[config.mk]
export PLATFORM = sky130hd
export DESIGN_NAME = mem_arbiter_flat
export DESIGN_NICKNAME = d
export VERILOG_FILES = /design/src/rtl/beta_pkg.sv /design/src/rtl/mem_arbiter_if.sv /design/src/rtl/wait_timer.sv /design/src/rtl/mem_arbiter.sv /design/src/flat_wrapper.sv
export SDC_FILE = /design/constraint.sdc
export NUM_CORES = 1
export LEC_CHECK = 0
export BUFFER_PORTS_ARGS = -buffer_cell sky130_fd_sc_hd__buf_2
export CORE_UTILIZATION = 47
export DETAILED_ROUTE_END_ITERATION = 10
export PLACE_DENSITY = 0.8
export RECOVER_POWER = 25
export SYNTH_ARGS = -nofsm -noshare
export SYNTH_HDL_FRONTEND = slang
export SYNTH_HIERARCHICAL = 1
export SYNTH_SLANG_ARGS = --single-unit
[constraint.sdc]
create_clock -name clk -period 5.3 [get_ports clk]
set_input_delay 1.06 -clock clk [delete_from_list [all_inputs] [get_ports clk]]
set_output_delay 1.06 -clock clk [all_outputs]
set_load 0.03 [all_outputs]
[src/rtl/beta_pkg.sv]
// Shared definitions for the instruction/data memory arbiter.
package beta_pkg;

  // Default number of grant cycles allowed before a stalled access is abandoned.
  localparam int unsigned DEFAULT_TIMEOUT = 16;

  // Arbiter states: idle, serving an instruction fetch, serving a data access.
  typedef enum logic [1:0] {
    StIdle  = 2'd0,
    StFetch = 2'd1,
    StData  = 2'd2
  } arb_state_e;

  // Width of a counter that has to reach timeout-1; never narrower than one bit.
  function automatic int unsigned cnt_width(input int unsigned timeout);
    return (timeout <= 2) ? 1 : $clog2(timeout);
  endfunction

endpackage

[src/rtl/mem_arbiter_if.sv]
// Core-side and memory-side signal bundle of the arbiter.
// master: the arbiter's view. slave: the environment (core plus memory).
interface mem_arbiter_if;

  // Instruction fetch port
  logic        i_req;
  logic [31:0] i_addr;
  logic [31:0] i_data;
  logic        i_ack;

  // Data port
  logic        d_rd;
  logic        d_wr;
  logic [31:0] d_addr;
  logic [31:0] d_wdata;
  logic [31:0] d_rdata;
  logic        d_ack;

  // Core status
  logic        stall;
  logic        err;

  // Shared memory port
  logic        mem_req;
  logic        mem_we;
  logic [31:0] mem_addr;
  logic [31:0] mem_wdata;
  logic [31:0] mem_rdata;
  logic        mem_ready;

  modport master (
    input  i_req, i_addr, d_rd, d_wr, d_addr, d_wdata, mem_rdata, mem_ready,
    output i_data, i_ack, d_rdata, d_ack, stall, err, mem_req, mem_we, mem_addr, mem_wdata
  );

  modport slave (
    output i_req, i_addr, d_rd, d_wr, d_addr, d_wdata, mem_rdata, mem_ready,
    input  i_data, i_ack, d_rdata, d_ack, stall, err, mem_req, mem_we, mem_addr, mem_wdata
  );

endinterface

[src/rtl/wait_timer.sv]
// Grant wait counter: cleared while idle, counts cycles the memory has not
// answered, and flags when the last allowed cycle has been reached.
module wait_timer
  import beta_pkg::*;
#(
  parameter int unsigned TIMEOUT = DEFAULT_TIMEOUT
) (
  input  logic clk,
  input  logic reset,
  input  logic clear,
  input  logic enable,
  output logic expired
);

  localparam int unsigned W = cnt_width(TIMEOUT);
  localparam logic [W-1:0] LastCount = W'(TIMEOUT - 1);

  logic [W-1:0] count_q, count_d;

  // Next count: clear wins, then saturating increment at the last cycle.
  always_comb begin
    count_d = count_q;
    if (clear) begin
      count_d = '0;
    end else if (enable && (count_q != LastCount)) begin
      count_d = count_q + 1'b1;
    end
  end

  // Counter register.
  always_ff @(posedge clk or posedge reset) begin
    if (reset) begin
      count_q <= '0;
    end else begin
      count_q <= count_d;
    end
  end

  assign expired = (count_q == LastCount);

endmodule

[src/rtl/mem_arbiter.sv]
// Arbitrates a single memory port between instruction fetch and data access.
// Data has fixed priority; each grant latches its request and holds it on the
// memory port until the memory answers or the wait timer runs out.
module mem_arbiter
  import beta_pkg::*;
#(
  parameter int unsigned TIMEOUT = DEFAULT_TIMEOUT
) (
  input  logic          clk,
  input  logic          reset,
  mem_arbiter_if.master bus
);

  arb_state_e  state_q, state_d;
  logic [31:0] addr_q, addr_d;
  logic [31:0] wdata_q, wdata_d;
  logic [31:0] i_data_q, i_data_d;
  logic [31:0] d_rdata_q, d_rdata_d;
  logic        we_q, we_d;
  logic        i_ack_q, i_ack_d;
  logic        d_ack_q, d_ack_d;
  logic        err_q, err_d;

  logic busy;
  logic d_any;
  logic ack_hold;
  logic expired;

  assign busy  = (state_q != StIdle);
  assign d_any = bus.d_rd | bus.d_wr;
  // During the ack cycle the core still presents the request it is being
  // acked for, so arbitration waits one cycle to avoid re-serving it.
  assign ack_hold = i_ack_q | d_ack_q;

  wait_timer #(
    .TIMEOUT (TIMEOUT)
  ) u_wait_timer (
    .clk     (clk),
    .reset   (reset),
    .clear   (~busy),
    .enable  (busy & ~bus.mem_ready),
    .expired (expired)
  );

  // Next-state, request latching, capture and single-cycle strobes.
  always_comb begin
    state_d   = state_q;
    addr_d    = addr_q;
    wdata_d   = wdata_q;
    we_d      = we_q;
    i_data_d  = i_data_q;
    d_rdata_d = d_rdata_q;
    i_ack_d   = 1'b0;
    d_ack_d   = 1'b0;
    err_d     = 1'b0;

    unique case (state_q)
      StIdle: begin
        if (!ack_hold) begin
          if (d_any) begin
            state_d = StData;
            addr_d  = bus.d_addr;
            wdata_d = bus.d_wdata;
            // Read and write together is resolved as a write and flagged.
            we_d    = bus.d_wr;
            err_d   = bus.d_rd & bus.d_wr;
          end else if (bus.i_req) begin
            state_d = StFetch;
            addr_d  = bus.i_addr;
            we_d    = 1'b0;
          end
        end
      end

      StFetch: begin
        if (bus.mem_ready) begin
          state_d  = StIdle;
          i_data_d = bus.mem_rdata;
          i_ack_d  = 1'b1;
        end else if (expired) begin
          // Abandon: ack so the core can move on, keep old fetch data.
          state_d = StIdle;
          i_ack_d = 1'b1;
          err_d   = 1'b1;
        end
      end

      StData: begin
        if (bus.mem_ready) begin
          state_d = StIdle;
          we_d    = 1'b0;
          d_ack_d = 1'b1;
          if (!we_q) begin
            d_rdata_d = bus.mem_rdata;
          end
        end else if (expired) begin
          state_d = StIdle;
          we_d    = 1'b0;
          d_ack_d = 1'b1;
          err_d   = 1'b1;
        end
      end

      default: begin
        state_d = StIdle;
        we_d    = 1'b0;
      end
    endcase
  end

  // State and datapath registers.
  always_ff @(posedge clk or posedge reset) begin
    if (reset) begin
      state_q   <= StIdle;
      addr_q    <= '0;
      wdata_q   <= '0;
      we_q      <= 1'b0;
      i_data_q  <= '0;
      d_rdata_q <= '0;
      i_ack_q   <= 1'b0;
      d_ack_q   <= 1'b0;
      err_q     <= 1'b0;
    end else begin
      state_q   <= state_d;
      addr_q    <= addr_d;
      wdata_q   <= wdata_d;
      we_q      <= we_d;
      i_data_q  <= i_data_d;
      d_rdata_q <= d_rdata_d;
      i_ack_q   <= i_ack_d;
      d_ack_q   <= d_ack_d;
      err_q     <= err_d;
    end
  end

  // mem_req follows the state directly so reset drops it immediately.
  assign bus.mem_req   = busy;
  assign bus.mem_we    = we_q;
  assign bus.mem_addr  = addr_q;
  assign bus.mem_wdata = wdata_q;
  assign bus.i_data    = i_data_q;
  assign bus.d_rdata   = d_rdata_q;
  assign bus.i_ack     = i_ack_q;
  assign bus.d_ack     = d_ack_q;
  assign bus.err       = err_q;
  assign bus.stall     = (bus.i_req & ~i_ack_q) | (d_any & ~d_ack_q);

endmodule

[src/flat_wrapper.sv]
// flat-port wrapper written by rule: the top's interface ports become plain ports
module mem_arbiter_flat import beta_pkg::*;
#(
  parameter int unsigned TIMEOUT = DEFAULT_TIMEOUT
)
  (clk, reset, bus_i_req, bus_i_addr, bus_d_rd, bus_d_wr, bus_d_addr, bus_d_wdata, bus_mem_rdata, bus_mem_ready, bus_i_data, bus_i_ack, bus_d_rdata, bus_d_ack, bus_stall, bus_err, bus_mem_req, bus_mem_we, bus_mem_addr, bus_mem_wdata);
  mem_arbiter_if bus_i ();
  input  logic clk;
  input  logic reset;
  input wire logic [$bits(bus_i.i_req)-1:0] bus_i_req;
  input wire logic [$bits(bus_i.i_addr)-1:0] bus_i_addr;
  input wire logic [$bits(bus_i.d_rd)-1:0] bus_d_rd;
  input wire logic [$bits(bus_i.d_wr)-1:0] bus_d_wr;
  input wire logic [$bits(bus_i.d_addr)-1:0] bus_d_addr;
  input wire logic [$bits(bus_i.d_wdata)-1:0] bus_d_wdata;
  input wire logic [$bits(bus_i.mem_rdata)-1:0] bus_mem_rdata;
  input wire logic [$bits(bus_i.mem_ready)-1:0] bus_mem_ready;
  output wire logic [$bits(bus_i.i_data)-1:0] bus_i_data;
  output wire logic [$bits(bus_i.i_ack)-1:0] bus_i_ack;
  output wire logic [$bits(bus_i.d_rdata)-1:0] bus_d_rdata;
  output wire logic [$bits(bus_i.d_ack)-1:0] bus_d_ack;
  output wire logic [$bits(bus_i.stall)-1:0] bus_stall;
  output wire logic [$bits(bus_i.err)-1:0] bus_err;
  output wire logic [$bits(bus_i.mem_req)-1:0] bus_mem_req;
  output wire logic [$bits(bus_i.mem_we)-1:0] bus_mem_we;
  output wire logic [$bits(bus_i.mem_addr)-1:0] bus_mem_addr;
  output wire logic [$bits(bus_i.mem_wdata)-1:0] bus_mem_wdata;
  assign bus_i.i_req = bus_i_req;
  assign bus_i.i_addr = bus_i_addr;
  assign bus_i.d_rd = bus_d_rd;
  assign bus_i.d_wr = bus_d_wr;
  assign bus_i.d_addr = bus_d_addr;
  assign bus_i.d_wdata = bus_d_wdata;
  assign bus_i.mem_rdata = bus_mem_rdata;
  assign bus_i.mem_ready = bus_mem_ready;
  assign bus_i_data = bus_i.i_data;
  assign bus_i_ack = bus_i.i_ack;
  assign bus_d_rdata = bus_i.d_rdata;
  assign bus_d_ack = bus_i.d_ack;
  assign bus_stall = bus_i.stall;
  assign bus_err = bus_i.err;
  assign bus_mem_req = bus_i.mem_req;
  assign bus_mem_we = bus_i.mem_we;
  assign bus_mem_addr = bus_i.mem_addr;
  assign bus_mem_wdata = bus_i.mem_wdata;
  mem_arbiter #(.TIMEOUT(TIMEOUT)) u_core (.clk(clk), .reset(reset), .bus(bus_i));
endmodule
==> results.ini, run 1 <==
[synth]
synth-compound-area-share_pct = 1.54
ys_types = 35
synth-simple-area-share_pct = 3.38
synthArstFlopShare_pct = 100
yosysSeqAreaShare_pct = 58.3
synth_fa_ha_area_share_pct = 1.27
synthCells = 370
synth_xor_area_share_pct = 0
yosys_warnings = 6
synth_top_family_by_area = multiplexers
synth_mux_area_share_pct = 32.9
synth_area_um2 = 5930
avgSynthCellArea_um2 = 16.0
syn-num-nets = 510
synth-edff-count = 0
ys_seq_elements = 138
ys.flop_type = dfrtp_1

[die]
die_h_um = 114
die_w_um = 114
fp-row-count = 40
core_area_um2 = 12200
initial_core_util_pct = 48.7
die-area_um2 = 13100
io_pins = 268

[worst_setup_path]
reg2reg_slack_ns = 2.60
cp_slowest_stage_delay_ns = 0.45
cp.arrival_ns = 2.13
crit_fanout = 35
crit_type = input pin to output pin
endpoint_kind = output pin
cp_common_cell = buf_2
start_kind = input pin
slowest_stage = buf_4
crit_required_ns = 4.24
path_cells = buf_2, nor2_4, buf_4, o22ai_1, buf_2

[finish]
design_area_um2 = 7980
final_util_pct = 65.6
insertedDiodeCount = 0
fin_nets = 785
final_cell_mix = buf_2 (265), dfrtp_1 (138), mux2_2 (92), mux2_1 (38), mux2_4 (31)
syn2layout_area_growth_pct = 34.6
drive_gt1_share_pct = 65.3
layout_commonest_cell = buf_2

[timing]
tns_ns = 0
rsz0062_at_grt = false
setup_ws_ns = 2.11
drv_slew = 33
setup_viol = 0
min_period_over_period_pct = 60.2
skew_ns = 0.00805
worstMarginPinSlew_ns = 1.87
finalHoldViolCount = 0
period_needed_ns = 3.19
max_slew_margin_pct = -24.7
max_freq_ghz = 0.314
timing.hold.ws_ns = 0.485

[clock_network]
root_buffer = clkbuf_16
worst_skew_pair.late_latency_ns = 0.41
cts_made_buffers = 17
clkTransAtPathRegs_ns = 0.06
cts_tree = built
hold_buffers = 0
cts_repair_resize_count = 0
cts_setup_buffers = 0
clockBufferDepth = 2
htreeDepth = 4
clkSinkCount = 138

[flow_run]
max_cap_violations = 1

[placed_design]
gp_congestion = 0.746
portBuffers = 267
post_dp_cell_area_um2 = 7380
hpwlAfterDp_um = 9790
post-place-ws_ns = 2.10

[grt]
overflow = 0
antenna_found_initial = 0
grt_pass1_wl_um = 21100
grt.total_usage_pct = 21.1
grt_max_degree = 60
grt_pass1_vias = 4357

[detailed_routing]
ant_nets = 0
wl_per_cell_um = 16.1
drc = 0
vias = 4045
firstDrtPassIters = 4
drt_wl_total_um = 13300
vias_per_cell = 4.90
first_iter_violations = 106

[pwr]
vdd_drop_max_mv = 0.363
p_leak_nw = 3.98
power_density_nw_per_um2 = 737

[run_status]
violations = capacitance limit, slew limit
run_status = finished, violations left

[min_path]
hold_class = register to register

[routing by layer]
layer | part of all wire [%] | up-vias | GRT usage [%]
li1 | - | 1877 | -
met1 | 38 | 1985 | 22.5
met2 | 55 | 160 | 39.2
met3 | 5.1 | 23 | 5.13
met4 | 2.3 | 0 | 9.96
met5 | 0 | - | 0
[state kept, by name, summed over array words and instances, names as in the netlist]
| signal | count |
|---|---|
| u_core/bus.i_data | 32 |
| u_core/bus.d_rdata | 32 |
| u_core/bus.mem_wdata | 32 |
| u_core/bus.d_ack | 1 |
| u_core/u_wait_timer/count_q | 4 |
| u_core/bus.i_ack | 1 |
| u_core/bus.mem_we | 1 |
| u_core/bus.err | 1 |
| u_core/state_q | 2 |
| u_core/bus.mem_addr | 32 |
[Yosys cell counts, types with 3 or more instances]
library cell | n | share of area (%)
dfrtp_1 | 138 | 58
mux2_2 | 92 | 17
mux2_1 | 38 | 7.2
mux2_4 | 31 | 7.9
buf_6 | 8 | 1.5
inv_1 | 7 | 0.44
buf_2 | 6 | 0.51
ha_1 | 6 | 1.3
nor2_1 | 4 | 0.25
a21oi_1 | 3 | 0.25
nor2b_1 | 3 | 0.32
nor3_1 | 3 | 0.25
[power breakdown]
part           internal [mW]  switching (mW)  total, mW
registers               1.59           0.268       1.85
logic                   1.06            1.76       2.82
clock network          0.759           0.449       1.21
[worst paths after layout]
path | start | to | cells after the start
setup / recovery | bus_d_wr | bus_stall | 5
hold / removal | u_core/bus.mem_wdata[12] | u_core/bus.mem_wdata[12] | 1
setup reg to reg | u_core/state_q[1] | u_core/bus.i_data[18] | 5
hold reg to reg | u_core/bus.mem_wdata[12] | u_core/bus.mem_wdata[12] | 1
max in group asynchronous | reset | u_core/bus.mem_addr[14] | 3
min in group asynchronous | reset | u_core/u_wait_timer/count_q[0] | 2
[layout make-up]
cell class,instances,area (um2)
well taps,168,210
clock inverters,12,164
clock buffers,20,447
multi-input cells,209,2310
flip-flops and latches,138,3450
repair buffers,272,1370
inverters,7,27.5
fillers,924,4180
[through the flow]
| step | power (mW) | std cells |
|---|---|---|
| 2_1_floorplan | 3.93 | 370 |
| 3_3_place_gp | 4.59 | 794 |
| 3_5_place_dp | 4.70 | 794 |
| 4_1_cts | 5.93 | 826 |
| 5_1_grt | 6.16 | 826 |
| 6_report | 5.88 | 826 |
[critical path, delay by kind of cell]
family	cells	cell delay, ns
buffers and inverters	3	0.81
AND/OR/NAND/NOR	1	0.10
AO/OA/AOI/OAI	1	0.15
[cells by family after synthesis]
family,Yosys count
adders and majority gates,6
and+or+nand+nor,28
muxes,163
AOI/OAI and AO/OA,12
buffers and inverters,23
DFF,138
Power figures use the tool's default switching activity.
==> run 2, diff against run 1 <==
==> constraint.sdc (replaced) <==
create_clock -name clk -period 3.2 [get_ports clk]
set_input_delay 0.64 -clock clk [delete_from_list [all_inputs] [get_ports clk]]
set_output_delay 0.64 -clock clk [all_outputs]
set_load 0.03 [all_outputs]
==> results.ini, run 2 (same netlist as run 1, synthesis figures left out) <==
[run_status]
run_status = finished, violations left
violations = capacitance limit, slew limit

[finish]
layout_commonest_cell = buf_2
syn2layout_area_growth_pct = 34.8
fillCellCount = 923
drive_gt1_share_pct = 66.2
final_util_pct = 65.7
final_cells = 827
multi_input_area_um2 = 2320
fin_nets = 786
insertedDiodeCount = 0
ff_latch_area_um2 = 3450
final_cell_mix = buf_2 (266), dfrtp_1 (138), mux2_2 (92), mux2_1 (38), mux2_4 (31)

[grt]
grt_pass1_vias = 4483
grt_pass1_wl_um = 21100
grt.total_usage_pct = 21.3
overflow = 0
antenna_found_initial = 0
grt_max_degree = 72

[worst_setup_path]
crit_fanout = 13
slowest_stage = nor2_4
cp.arrival_ns = 1.54
cp_slowest_stage_delay_ns = 0.39
crit_type = input pin to output pin
crit_required_ns = 2.56
cp_common_cell = buf_2
start_kind = input pin
endpoint_kind = output pin
path_cells = buf_2, nor2_4, o22ai_1, buf_2

[clock_network]
htreeDepth = 4
root_buffer = clkbuf_16
cts_repair_resize_count = 0
clkTransAtPathRegs_ns = 0.06
clkSinkCount = 138
worst_skew_pair.late_latency_ns = 0.42
hold_buffers = 0
cts_tree = built
cts_made_buffers = 17
cts_setup_buffers = 0
clockBufferDepth = 2

[timing]
min_period_over_period_pct = 68.2
rsz0062_at_grt = false
worstMarginPinSlew_ns = 1.70
skew_ns = 0.00473
finalHoldViolCount = 0
drv_slew = 136
setup_viol = 0
tns_ns = 0
max_freq_ghz = 0.458
timing.hold.ws_ns = 0.127
period_needed_ns = 2.18
max_slew_margin_pct = -13.6

[detailed_routing]
drt_wl_total_um = 13200
ant_nets = 0
drc = 0
firstDrtPassIters = 4
vias_per_cell = 4.91
first_iter_violations = 127
vias = 4061
wl_per_cell_um = 15.9

[placed_design]
gp_congestion = 0.726
portBuffers = 267
placed_cells = 795
hpwlAfterDp_um = 9840

[flow_run]
max_cap_violations = 2

[pwr]
p_leak_nw = 4.00
vdd_drop_max_mv = 0.668
power_density_nw_per_um2 = 1210

[die]
core_area_um2 = 12200
fp-row-count = 40
die_h_um = 114
initial_core_util_pct = 48.7
io_pins = 268
die-area_um2 = 13100
die_w_um = 114

[min_path]
hold_class = input pin to async pin

## run 2: final cells by class
class	instances	share of cell area [%]
clock buffers	18	5.49
clock inverters	14	2.13
inverters	7	0.376
multi-input cells	209	29.0
flip-flops and latches	138	43.2
well taps	168	2.63
repair buffers	273	17.2
## run 2: where the power goes
part | leakage (nW) | switching (mW) | internal (mW) | total (mW)
logic | 2.05 | 2.90 | 1.75 | 4.65
registers | 1.64 | 0.450 | 2.63 | 3.08
clock network | 0.300 | 0.736 | 1.25 | 1.98
## run 2: critical path: cells and delay by family
kind	cells	cell delay (ns)
and+or+nand+nor	1	0.39
AOI/OAI and AO/OA	1	0.15
buffers and inverters	2	0.36
## run 2: metal layers
metal	track usage (%)	share of wire, %
met3	6.83	6.7
met4	10.6	2.3
met1	20.5	35
met2	40.3	56
met5	0	0
## run 2: through the flow
step	worst slack [ns]	instance area, um2	power, mW
2_1_floorplan	0.895	5930	6.51
3_3_place_gp	0.837	7390	7.61
3_5_place_dp	0.811	7390	7.79
4_1_cts	0.997	8000	9.82
5_1_grt	0.851	7990	10.2
6_report	1.02	7990	9.71
## run 2: final timing paths
path / start / to / slack, ns / cells after the start
min in group clk: bus_d_wdata[17] / u_core/bus.mem_wdata[17] / 0.43 / 2
hold reg to reg: u_core/bus.mem_wdata[25] / u_core/bus.mem_wdata[25] / 0.48 / 1
hold / removal: reset / u_core/u_wait_timer/count_q[3] / 0.13 / 2
setup reg to reg: u_core/state_q[0] / u_core/bus.mem_addr[15] / 1.02 / 4
max in group asynchronous: reset / u_core/bus.mem_addr[21] / 1.32 / 3
setup / recovery: bus_d_wr / bus_stall / 1.02 / 4
==> run 3, diff against run 2 <==
--- a/config.mk
+++ b/config.mk
@@ -5,6 +5,7 @@
 export SDC_FILE = /design/constraint.sdc
 export NUM_CORES = 1
 export LEC_CHECK = 0
+export ABC_AREA = 1
 export BUFFER_PORTS_ARGS = -buffer_cell sky130_fd_sc_hd__buf_2
 export CORE_UTILIZATION = 47
 export DETAILED_ROUTE_END_ITERATION = 10
==> constraint.sdc (replaced) <==
create_clock -name clk -period 2.2 [get_ports clk]
set_input_delay 0.44 -clock clk [delete_from_list [all_inputs] [get_ports clk]]
set_output_delay 0.44 -clock clk [all_outputs]
set_load 0.03 [all_outputs]
==> results.ini, run 3 <==
[die]
io_pins = 268
fp-row-count = 40
core_area_um2 = 12100
initial_core_util_pct = 48.5
die-area_um2 = 12900
die_w_um = 114
die_h_um = 114

[worst_setup_path]
crit_path_start = u_core/state_q[0]
path_delay_family = flip-flops
crit_required_ns = 2.52
worst-path-buf-inv = 2
start_kind = register
timing.rr.start = u_core/state_q[0]
crit_fanout = 15
cp_common_cell = nand2_1
cp.arrival_ns = 2.20
crit_type = register to register
cp_slowest_stage_delay_ns = 0.41
endpoint_kind = register
path_cells = inv_1, ha_1, nand2_1, a21oi_4, buf_4, nand2_1, o21ai_0
slowest_stage = dfrtp_1

[synth]
synth_mux_area_share_pct = 0
synthArstFlopShare_pct = 100
synth.cells.most_frequent = nand2_1 (245), dfrtp_1 (138), o21ai_0 (125)
ys_seq_elements = 138
yosys_warnings = 6
ys_types = 22
synth-edff-count = 0
yosysTopAreaCell = dfrtp_1
synthCells = 691
synth_fa_ha_area_share_pct = 1.28
syn-num-nets = 831
synth-compound-area-share_pct = 11.9
synth_top_family_by_area = simple AND/OR/NAND/NOR gates
avgSynthCellArea_um2 = 8.46
synth_top_cell_area_share_pct = 59.1
ys.flop_type = dfrtp_1
synthMostInstantiatedCell = nand2_1
yosysSeqAreaShare_pct = 59.1
synth_xor_area_share_pct = 0.150
synth_area_um2 = 5850
yosys-top-cells-area = dfrtp_1 (59%), nand2_1 (16%), o21ai_0 (11%), inv_1 (7.1%), buf_2 (1.3%)
synth-simple-area-share_pct = 18.0

[clock_network]
root_buffer = clkbuf_16
clkSinkCount = 138
cts_setup_buffers = 0
worst_skew_pair.late_latency_ns = 0.41
cts_made_buffers = 17
htreeDepth = 4
clkTransAtPathRegs_ns = 0.06
cts_tree = built
clockBufferDepth = 2

[grt]
met1_usage_pct = 26.9
grt_use_met3_pct = 7.86
overflow = 0
gr-max-usage-layer = met2
grt_use_met2_pct = 40.4
grt_pass1_vias = 5080
grt_max_degree = 104
antenna_found_initial = 0
grt.total_usage_pct = 23.7
grt_pass1_wl_um = 23500

[timing]
worstMarginPinSlew_ns = 0.785
period_needed_ns = 1.88
rsz0062_at_grt = false
setup_viol = 0
drv_slew = 0
finalHoldViolCount = 0
skew_ns = 0.00484
max_slew_margin_pct = 47.7
tns_ns = 0
min_period_over_period_pct = 85.4
max_freq_ghz = 0.532

[placed_design]
portBuffers = 267
hpwlAfterDp_um = 10800
gp_congestion = 0.792

[detailed_routing]
first_iter_violations = 368
drt_wl_total_um = 14800
vias = 5256
drc = 0
ant_nets = 0
wl_per_cell_um = 13.0
firstDrtPassIters = 7
vias_per_cell = 4.62

[pwr]
vdd_drop_max_mv = 1.00
power_density_nw_per_um2 = 1640
p_leak_nw = 4.64

[finish]
fin_nets = 1097
drive_gt1_share_pct = 32.3
layout_commonest_cell = buf_2
final_util_pct = 65.8
final_cell_mix = buf_2 (266), nand2_1 (244), dfrtp_1 (138), o21ai_0 (125), inv_1 (109)
insertedDiodeCount = 0
syn2layout_area_growth_pct = 35.6

[min_path]
holdCritStartpoint = bus_d_wdata[6]
hold_class = input pin to register

[flow_run]
max_cap_violations = 0

[run_status]
run_status = complete, no violations

run 3: cell types whose count changed after synthesis, sizes merged, moves of 3 or more:
cell,change
buf,+3
nor2b,-4
clkbuf,+11
mux2,-161
nor2,+3
nand2,+243
inv,+105
nand3,+8
nor3,-3
o21ai,+129
run 3: cell type report:
type,count,area [um2]
Clock buffer,21,450
Clock inverter,10,96.3
Fill cell,1039,4130
Inverter,112,422
Multi-Input combinational cell,411,1840
Sequential cell,138,3450
Tap cell,168,210
Timing Repair Buffer,277,1460
run 3: kinds of logic after synthesis:
logic type	after synthesis
adder cells (fa/ha/maj)	6
XOR/XNOR	1
AO/OA/AOI/OAI	136
buffers and inverters	142
AND/OR/NAND/NOR	268
flip-flops	138
run 3: tightest hold or removal path, delay by kind of cell:
family          cells  cell delay (ns)
buf+inv             2             0.13
compound gates      1             0.06
run 3: metrics by stage:
step / total power [mW] / area (um2) / setup WS, ns / hold slack (ns) / instances
final: 13.0 / 7930 / 0.321 / 0.263 / 1137
after global routing: 13.8 / 7930 / 0.140 / 0.250 / 1137
after CTS: 13.1 / 7940 / 0.305 / 0.246 / 1137
after detailed placement: 10.4 / 7380 / 0.321 / 0.363 / 1105
after global placement: 10.2 / 7380 / 0.461 / 0.361 / 1105
after floorplan: 8.50 / 5850 / 0.0948 / 0.206 / 691
run 3: worst paths after layout:
path / end / slack (ns) / depth (start not counted)
hold / removal: u_core/bus.mem_wdata[6] / 0.26 / 3
setup / recovery: u_core/bus.mem_addr[12] / 0.32 / 7
min in group asynchronous: u_core/u_wait_timer/count_q[3] / 0.47 / 3
hold reg to reg: u_core/bus.i_data[24] / 0.48 / 2
setup reg to reg: u_core/bus.mem_addr[12] / 0.32 / 7
max in group asynchronous: u_core/bus.mem_addr[23] / 0.79 / 4
run 3: where the power goes:
group / leakage [nW] / switching, mW / internal, mW / total, mW
sequential: 1.73 / 0.613 / 3.71 / 4.33
combinational: 2.65 / 4.35 / 1.68 / 6.03
clock: 0.267 / 1.04 / 1.58 / 2.62
run 3: metal layers:
| metal | vias to the layer above | part of all wire (%) |
|---|---|---|
| li1 | 2641 | - |
| met1 | 2368 | 41 |
| met2 | 216 | 48 |
| met3 | 31 | 8.5 |
| met4 | 0 | 2.4 |
| met5 | - | 0 |
run 3: timing repair:
item | CTS | global route
resized for setup | 0 | 0
endpoints found under the hold margin | 4 | 0
hold buffers | 1 | 0
endpoints found under the setup margin | 0 | 0
